`config.mk`:
```
export PLATFORM = sky130hd
export DESIGN_NAME = bcd_display_formatter
export DESIGN_NICKNAME = d
export VERILOG_FILES = /design/src/rtl/bcd_display_formatter.sv
export SDC_FILE = /design/constraint.sdc
export NUM_CORES = 1
export LEC_CHECK = 0
export BUFFER_PORTS_ARGS = -buffer_cell sky130_fd_sc_hd__buf_2
export CORE_ASPECT_RATIO = 1.2
export CORE_MARGIN = 2
export CORE_UTILIZATION = 55
export DETAILED_ROUTE_END_ITERATION = 8
export PLACE_DENSITY = 0.8
export SYNTH_ARGS = -nofsm -noshare
export SYNTH_HDL_FRONTEND = slang
export SYNTH_SLANG_ARGS = --single-unit
```
`constraint.sdc`:
```
create_clock -name clk -period 2 [get_ports clk]
set_input_delay 0.3 -clock clk [delete_from_list [all_inputs] [get_ports clk]]
set_output_delay 0.3 -clock clk [all_outputs]
set_load 0.005 [all_outputs]
```
`src/rtl/bcd_display_formatter.sv`:
```
// Binary-to-display formatter: hex passthrough or iterative double-dabble BCD,
// with a valid/ready request handshake and a one-cycle result pulse.
module bcd_display_formatter #(
    parameter int unsigned IN_WIDTH = 16,
    parameter int unsigned DIGITS   = 4
) (
    input  logic                  clk,
    input  logic                  reset,
    input  logic [IN_WIDTH-1:0]   value_in,
    input  logic                  mode_dec,
    input  logic                  valid_in,
    output logic                  ready_out,
    output logic [4*DIGITS-1:0]   value_out,
    output logic                  valid_out,
    output logic                  overflow,
    output logic                  busy
);

    localparam int unsigned OUT_W = 4 * DIGITS;
    localparam int unsigned CNT_W = $clog2(IN_WIDTH + 1);
    localparam int unsigned EXT_W = (IN_WIDTH > OUT_W) ? IN_WIDTH : OUT_W;

    // Largest value representable in DIGITS decimal digits.
    function automatic logic [63:0] dec_max_f(input int unsigned d);
        logic [63:0] p;
        p = 64'd1;
        for (int unsigned i = 0; i < d; i++) begin
            p = p * 64'd10;
        end
        return p - 64'd1;
    endfunction

    localparam logic [63:0] DEC_MAX = dec_max_f(DIGITS);

    typedef enum logic [1:0] {
        S_IDLE    = 2'd0,
        S_CONVERT = 2'd1,
        S_DONE    = 2'd2
    } state_t;

    state_t                state;
    state_t                state_nx;

    logic                  accept;
    logic [EXT_W-1:0]      in_ext;
    logic                  hex_ovf;
    logic                  dec_ovf;
    logic                  last_step;
    logic [IN_WIDTH-1:0]   bin;
    logic [OUT_W-1:0]      bcd;
    logic [OUT_W-1:0]      bcd_adj;
    logic [OUT_W-1:0]      bcd_step;
    logic [CNT_W-1:0]      cnt;
    logic                  ovf_q;

    assign accept    = valid_in && (state == S_IDLE);
    assign in_ext    = EXT_W'(value_in);
    assign hex_ovf   = |(in_ext >> OUT_W);
    assign dec_ovf   = 64'(value_in) > DEC_MAX;
    assign last_step = (cnt == CNT_W'(IN_WIDTH));

    // Add-3 correction: every digit judged from the same pre-add value.
    always_comb begin
        bcd_adj = bcd;
        for (int d = 0; d < int'(DIGITS); d++) begin
            if (bcd[4*d +: 4] >= 4'd5) begin
                bcd_adj[4*d +: 4] = bcd[4*d +: 4] + 4'd3;
            end
        end
    end

    assign bcd_step = {bcd_adj[OUT_W-2:0], bin[IN_WIDTH-1]};

    always_ff @(posedge clk) begin
        if (reset) begin
            state <= S_IDLE;
        end else begin
            state <= state_nx;
        end
    end

    always_comb begin
        state_nx = state;
        unique case (state)
            S_IDLE:    if (accept)    state_nx = S_CONVERT;
            S_CONVERT: if (last_step) state_nx = S_DONE;
            S_DONE:                   state_nx = S_IDLE;
            default:                  state_nx = S_IDLE;
        endcase
    end

    always_comb begin
        ready_out = 1'b0;
        busy      = 1'b0;
        valid_out = 1'b0;
        ready_out = (state == S_IDLE);
        busy      = (state != S_IDLE);
        valid_out = (state == S_DONE);
    end

    // Hex and saturated results are staged in bcd with cnt preloaded to its
    // terminal count, so every request leaves through the same CONVERT->DONE edge.
    always_ff @(posedge clk) begin
        if (reset) begin
            bin       <= '0;
            bcd       <= '0;
            cnt       <= '0;
            ovf_q     <= 1'b0;
            value_out <= '0;
            overflow  <= 1'b0;
        end else begin
            unique case (state)
                S_IDLE: begin
                    if (accept) begin
                        bin <= value_in;
                        if (!mode_dec) begin
                            bcd   <= hex_ovf ? '1 : OUT_W'(value_in);
                            ovf_q <= hex_ovf;
                            cnt   <= CNT_W'(IN_WIDTH);
                        end else if (dec_ovf) begin
                            bcd   <= {DIGITS{4'h9}};
                            ovf_q <= 1'b1;
                            cnt   <= CNT_W'(IN_WIDTH);
                        end else begin
                            bcd   <= '0;
                            ovf_q <= 1'b0;
                            cnt   <= '0;
                        end
                    end
                end
                S_CONVERT: begin
                    if (last_step) begin
                        value_out <= bcd;
                        overflow  <= ovf_q;
                    end else begin
                        bcd <= bcd_step;
                        bin <= bin << 1;
                        cnt <= cnt + 1'b1;
                    end
                end
                default: begin
                end
            endcase
        end
    end

endmodule

```
* Word level (Yosys, flattened, before mapping) *
Cells that the tools add are included.

operators by class
  add/subtract/negate cells = 5
  reductions and logical operators = 8
  muxes and demuxes = 22
  order comparisons = 5
  equal/unequal tests = 6

operator list
  cell                                                  number
  two-way mux 16 bit                                    6
  one-hot mux 16 bit (2 select lines)                   2
  two-way mux 5 bit                                     4
  >= comparator 4 x 3 -> 1 bit, second input constant   4
  > comparator 16 x 14 -> 1 bit, second input constant  1
  adder 4 x 2 -> 4 bit, second input constant           3
  two-way mux 4 bit                                     3
  one-hot mux 5 bit (2 select lines)                    1
  AND reduction 2 bit                                   3
  adder 5 x 1 -> 5 bit, second input constant           1
  equality test 5 bit, second input constant            1
  two-way mux 2 bit                                     2
  != test 2 bit, second input constant                  2
  one-hot mux 2 bit (2 select lines)                    1
  nonzero test 2 bit                                    2
  adder 3 x 2 -> 3 bit, second input constant           1
  two-way mux 3 bit                                     1
  AND reduction 3 bit                                   1
  equality test 2 x 1 -> 1 bit, second input constant   1
  equality test 2 bit, second input constant            1
  zero test 2 bit                                       1
  two-way mux 1 bit                                     2
  != test 2 x 1 -> 1 bit, second input constant         1
  logical AND 1 bit                                     1

word-level totals
  output and inout bits = 20
  input port bits = 20
  flip-flop bits (word level) = 57
  word-level logic and storage cells = 53

* Depth between registers and ports, before layout *
  depth in word-level cells = 5
  depth in mapped cells = 8
  gate-level depth less buffers = 7

* Worst setup path before layout *
No wires, ideal clock.

  kind = reg-to-reg
  from = register cnt[0]
  to = register cnt[4]
  required time = 1.872 ns
  stages on the path, launching flop included = 9
  path buffers = 1
  period minus slack after synthesis = 1.577 ns
  library setup time = 0.128 ns
  arrival time = 1.449 ns
  path slack = 0.423 ns
  cell sequence = dfxtp_1 -> inv_1 -> ha_1 -> and4bb_4 -> nor2_4 -> nor2_8 -> buf_6 -> a221oi_2 -> nor2_1

on the way
  word-level cells in the longest chain between the ends = 3
  elaborated cells between the ends (all ways) = 6
  those cells by class = add/sub: 1; eq/ne: 2; mux: 2; reduce/logical: 1

RTL lines
  what                                                                       RTL line  source
  start: declaration                                                         53        logic [CNT_W-1:0] cnt;
  start signal: assignment                                                   119       cnt <= CNT_W'(IN_WIDTH);
  start signal: assignment                                                   123       cnt <= CNT_W'(IN_WIDTH);
  start signal: assignment                                                   138       cnt <= cnt + 1'b1;
  adder 5 x 1 -> 5 bit or equality test 5 bit (tied branches)                138, 60
  two-way mux 5 bit or != test 2 bit (tied branches)                         n/a
  one-hot mux 5 bit (2 select lines) or AND reduction 3 bit (tied branches)  n/a

Several ways; a longest one is shown, not always the timed one. The select of a mux whose other input is x is not followed.
A chain may end at the register's enable or synchronous reset.

* Final worst setup path *
  from = register cnt[0]
  to = register bcd[8]

on the way
  word-level cells in the longest chain between the ends = 3

RTL lines
  what                                  RTL line  source
  equality test 5 bit                   60        assign last_step = (cnt == CNT_W'(IN_WIDTH));
  != test 2 bit (no source line)        n/a
  AND reduction 3 bit (no source line)  n/a
  end signal: assignment                117       bcd <= hex_ovf ? '1 : OUT_W'(value_in);
  end signal: assignment                121       bcd <= {DIGITS{4'h9}};
  end signal: assignment                136       bcd <= bcd_step;
  end: declaration                      50        logic [OUT_W-1:0] bcd;

Every way passes these cells.

==> metrics.txt <==
# TYPE chip_impl_metric gauge
chip_impl_metric{name="fp.dieArea",unit="mm²"} 0.00592
chip_impl_metric{name="cell_internal_pwr",unit="mW"} 2.04
chip_impl_info{name="tritoncts_clock_tree",value="done"} 1
chip_impl_metric{name="via_count_of_the_first_global_routing_pass",unit=""} 2310
chip_impl_metric{name="clkLatencyLatePin",unit="ns"} 0.35
chip_impl_metric{name="placement.cell_area",unit="mm²"} 0.00315
chip_impl_info{name="worstSetupStartpoint",value="cnt[0]$_SDFFE_PP0P_"} 1
chip_impl_metric{name="buffer_ports.inserted",unit=""} 39
chip_impl_metric{name="detail-route-antenna-nets",unit=""} 0
chip_impl_info{name="r2r_start",value="cnt[0]$_SDFFE_PP0P_"} 1
chip_impl_metric{name="detailedRoute.firstIterationViolations",unit=""} 129
chip_impl_metric{name="first_pass_grt_wire_length",unit="µm"} 10900
chip_impl_metric{name="comb_power_share",unit=""} 0.238
chip_impl_metric{name="slew-limit-headroom",unit=""} 0.621
chip_impl_metric{name="vdd_drop_max",unit="mV"} 0.577
chip_impl_info{name="outcome",value="finished clean"} 1
chip_impl_metric{name="grt_start_max_net_pins",unit=""} 42
chip_impl_metric{name="tightest_slew",unit="ns"} 0.568
chip_impl_metric{name="worst_ep_required_time",unit="ns"} 2.26
chip_impl_metric{name="ctsResizeCount",unit=""} 0
chip_impl_metric{name="synth-warning-count",unit=""} 0
chip_impl_metric{name="final_max_tran_viols",unit=""} 0
chip_impl_metric{name="cts_htree_levels",unit=""} 3
chip_impl_metric{name="clock_power_share",unit=""} 0.322
chip_impl_metric{name="finalWorstPathRequiredPeriod",unit="ns"} 1.77
chip_impl_metric{name="number_of_buffers_on_the_longest_clock_path",unit=""} 2
chip_impl_metric{name="drc",unit=""} 0
chip_impl_metric{name="worst_ep_arrival_time",unit="ns"} 2.03
chip_impl_metric{name="postCtsSetupRepairBufs",unit=""} 0
chip_impl_metric{name="post_synth_num_cell_types",unit=""} 41
chip_impl_metric{name="drv.max_cap_violation_count",unit=""} 0
chip_impl_metric{name="synth.ff_latch_count",unit=""} 57
chip_impl_metric{name="floorplan.rows",unit=""} 29
chip_impl_metric{name="starting_utilization_of_the_core_area",unit=""} 0.560
chip_impl_metric{name="final_min_period_over_clock_period",unit=""} 0.886
chip_impl_metric{name="fin_skew",unit="ns"} 0.00422
chip_impl_metric{name="post_synth.cell_area_avg",unit="µm²"} 8.58
chip_impl_metric{name="number_of_antenna_cells_inserted",unit=""} 0
chip_impl_metric{name="syn-instance-count",unit=""} 341
chip_impl_metric{name="fin_hold_ws",unit="ns"} 0.207
chip_impl_metric{name="async_flop_share",unit=""} 0
chip_impl_metric{name="drt-total-wl",unit="µm"} 6480
chip_impl_metric{name="total_switching_power",unit="µW"} 964
chip_impl_info{name="clk_root_buffer_cell",value="clkbuf_8"} 1
chip_impl_info{name="min_delay_path_class",value="in2reg"} 1
chip_impl_info{name="timing_worst_setup_path_type",value="reg2reg"} 1
chip_impl_metric{name="sw_frac_of_total",unit=""} 0.321
chip_impl_metric{name="detailedRoute.firstPassIterationCount",unit=""} 4
chip_impl_metric{name="finalHoldViolations",unit=""} 0
chip_impl_metric{name="track_usage",unit=""} 0.234
chip_impl_metric{name="nNetsFinal",unit=""} 406
chip_impl_metric{name="path_max_fanout",unit=""} 24
chip_impl_metric{name="report.final.setup_viol",unit=""} 0
chip_impl_metric{name="clock.fmax",unit="MHz"} 564
chip_impl_metric{name="preCtsSetupSlack",unit="ns"} 0.253
chip_impl_metric{name="areaGrowthSynthToFinish",unit="%"} 13.6
chip_impl_metric{name="core_region_area",unit="mm²"} 0.00523
chip_impl_metric{name="clock-sinks",unit=""} 57
chip_impl_metric{name="cts_hold_repair.buffers",unit=""} 0
chip_impl_metric{name="design.portCount",unit=""} 40
chip_impl_metric{name="utilization_after_layout",unit=""} 0.636
chip_impl_info{name="capturing_element_type_of_the_critical_path",value="register"} 1
chip_impl_metric{name="wl_per_cell",unit="µm"} 14.6
chip_impl_metric{name="power_per_cell_area",unit="mW/mm²"} 904
chip_impl_metric{name="clk_pin_slew",unit="ns"} 0.07
chip_impl_metric{name="tritoncts.num_buffers",unit=""} 9
chip_impl_metric{name="postSynthNetCount",unit=""} 371
chip_impl_metric{name="drive_above_1_share",unit=""} 0.244
chip_impl_metric{name="syn_area",unit="mm²"} 0.00293
chip_impl_info{name="rsz0062_at_grt",value="false"} 1
chip_impl_info{name="critPathLaunchType",value="register"} 1
chip_impl_metric{name="grt_remaining_overflow",unit=""} 0
chip_impl_metric{name="gp_routability_congestion",unit=""} 0.837
chip_impl_metric{name="detailedPlacementHpwl",unit="µm"} 4450
chip_impl_metric{name="p_leak",unit="nW"} 1.35
chip_impl_metric{name="finish.instance_area",unit="mm²"} 0.00332
chip_impl_metric{name="die_h",unit="µm"} 83.9
chip_impl_metric{name="post_synth_edffs",unit=""} 0
chip_impl_metric{name="antenna_found_initial",unit=""} 0
chip_impl_metric{name="finalSetupTns",unit="ns"} 0
chip_impl_info{name="hold_path_startpoint",value="value_in[0]"} 1
chip_impl_metric{name="p_seq_frac",unit=""} 0.440
chip_impl_metric{name="detail_route.vias_per_cell",unit=""} 5.60
chip_impl_metric{name="num_vias",unit=""} 2483
chip_impl_metric{name="final.setup.worst_slack",unit="ns"} 0.227
chip_impl_info{name="synth_flop_cell",value="dfxtp_1"} 1
chip_impl_metric{name="part_of_the_yosys_area_used_for_sequential_elements",unit=""} 0.390
chip_impl_metric{name="chipWidth",unit="µm"} 70.6
==> power by group through the flow <==
stage / Sequential, mW / Clock [mW] / Combinational, mW
finish: 1.32 / 0.968 / 0.716
floorplan: 1.32 / 0 / 0.571
global route: 1.34 / 1.02 / 0.793
CTS: 1.32 / 0.980 / 0.716
detailed placement: 1.34 / 0 / 0.703
global placement: 1.34 / 0 / 0.684
==> logic make-up (layout without fill, tap and decap cells) <==
logic type      count (synthesis)  count (layout)  share of synthesized area
xor+xnor                       10              10                     0.0299
flops                          57              57                      0.390
simple gates                  146             146                      0.218
fa+ha+maj                      10              10                     0.0428
mux                             4               4                     0.0137
compound gates                 81              81                      0.248
buf+inv                        33              73                     0.0582
==> area by class of cell <==
cell class / count / area (µm²)
clock buffers: 13 / 159
repair buffers: 46 / 273
clock inverters: 3 / 15.0
multi-input cells: 251 / 1620
well taps: 62 / 77.6
inverters: 11 / 41.3
flip-flops and latches: 57 / 1140
fillers: 459 / 1900
==> critical path, cell delays in order (launching register included) <==
cell and delay, ns:
dfxtp_1 0.35, inv_1 0.07, ha_1 0.14, and4bb_4 0.30, nor2_4 0.07, nor2_8 0.37, a31oi_1 0.11, a221oi_2 0.26
==> placed cells by master (no fill, tap or decap), types with 2 or more instances in the layout <==
cell / count
nand3_1: 2
a31oi_1: 3
nor3_1: 7
a211oi_2: 3
ha_1: 10
nand4_1: 2
a221oi_1: 5
buf_4: 5
inv_1: 11
buf_12: 2
buf_2: 39
a311oi_1: 6
nand2_1: 86
xor2_1: 2
nand3b_1: 2
a21o_1: 3
mux2i_1: 4
o21ai_0: 8
nand2b_1: 5
a21oi_1: 23
dfxtp_1: 57
xnor2_1: 8
a311oi_2: 13
a221oi_2: 8
clkbuf_1: 2
o21ai_1: 4
clkinv_2: 3
clkbuf_8: 11
nor2_1: 33
==> layer usage <==
metal / vias to the layer above / global-route usage / routed length, µm
li1: 1254 / - / -
met1: 1151 / 0.293 / 2810
met2: 69 / 0.383 / 3190
met3: 9 / 0.0616 / 363
met4: 0 / 0.0875 / 117
met5: - / 0 / 0
==> synthesized netlist by cell type, drive strengths merged, types with 3 or more instances <==
library cell	number	area share
nand2	86	0.11
dfxtp	57	0.39
nor2	36	0.055
a21oi	25	0.048
a311oi	19	0.085
buf	16	0.036
a221oi	13	0.056
o21ai	13	0.026
inv	11	0.014
ha	10	0.043
xnor2	8	0.024
nor3	7	0.012
clkbuf	6	0.0077
nand2b	5	0.011
a211oi	4	0.015
mux2i	4	0.014
a21o	3	0.0077
a31oi	3	0.0064
==> sequential cells by signal (all words and copies together) (netlist names) <==
name / cells
bcd: 16
bin: 16
value_out: 16
cnt: 5
state: 2
overflow: 1
ovf_q: 1
==> stage by stage <==
| stage | power (mW) | instances |
|---|---|---|
| 5_1_grt | 3.15 | 443 |
| 2_1_floorplan | 1.90 | 341 |
| 3_5_place_dp | 2.05 | 427 |
| 3_3_place_gp | 2.03 | 427 |
| 4_1_cts | 3.02 | 443 |
| 6_report | 3.01 | 443 |
==> worst paths after layout <==
kind	endpoint	slack, ns	cells past startpoint
hold / removal	bin[0]$_SDFFE_PP0P_	0.21	3
hold reg to reg	value_out[15]$_SDFFE_PP0P_	0.45	2
setup / recovery	bcd[8]$_SDFFE_PP0P_	0.23	7
setup reg to reg	bcd[8]$_SDFFE_PP0P_	0.23	7
Power figures use the tool's default switching activity.
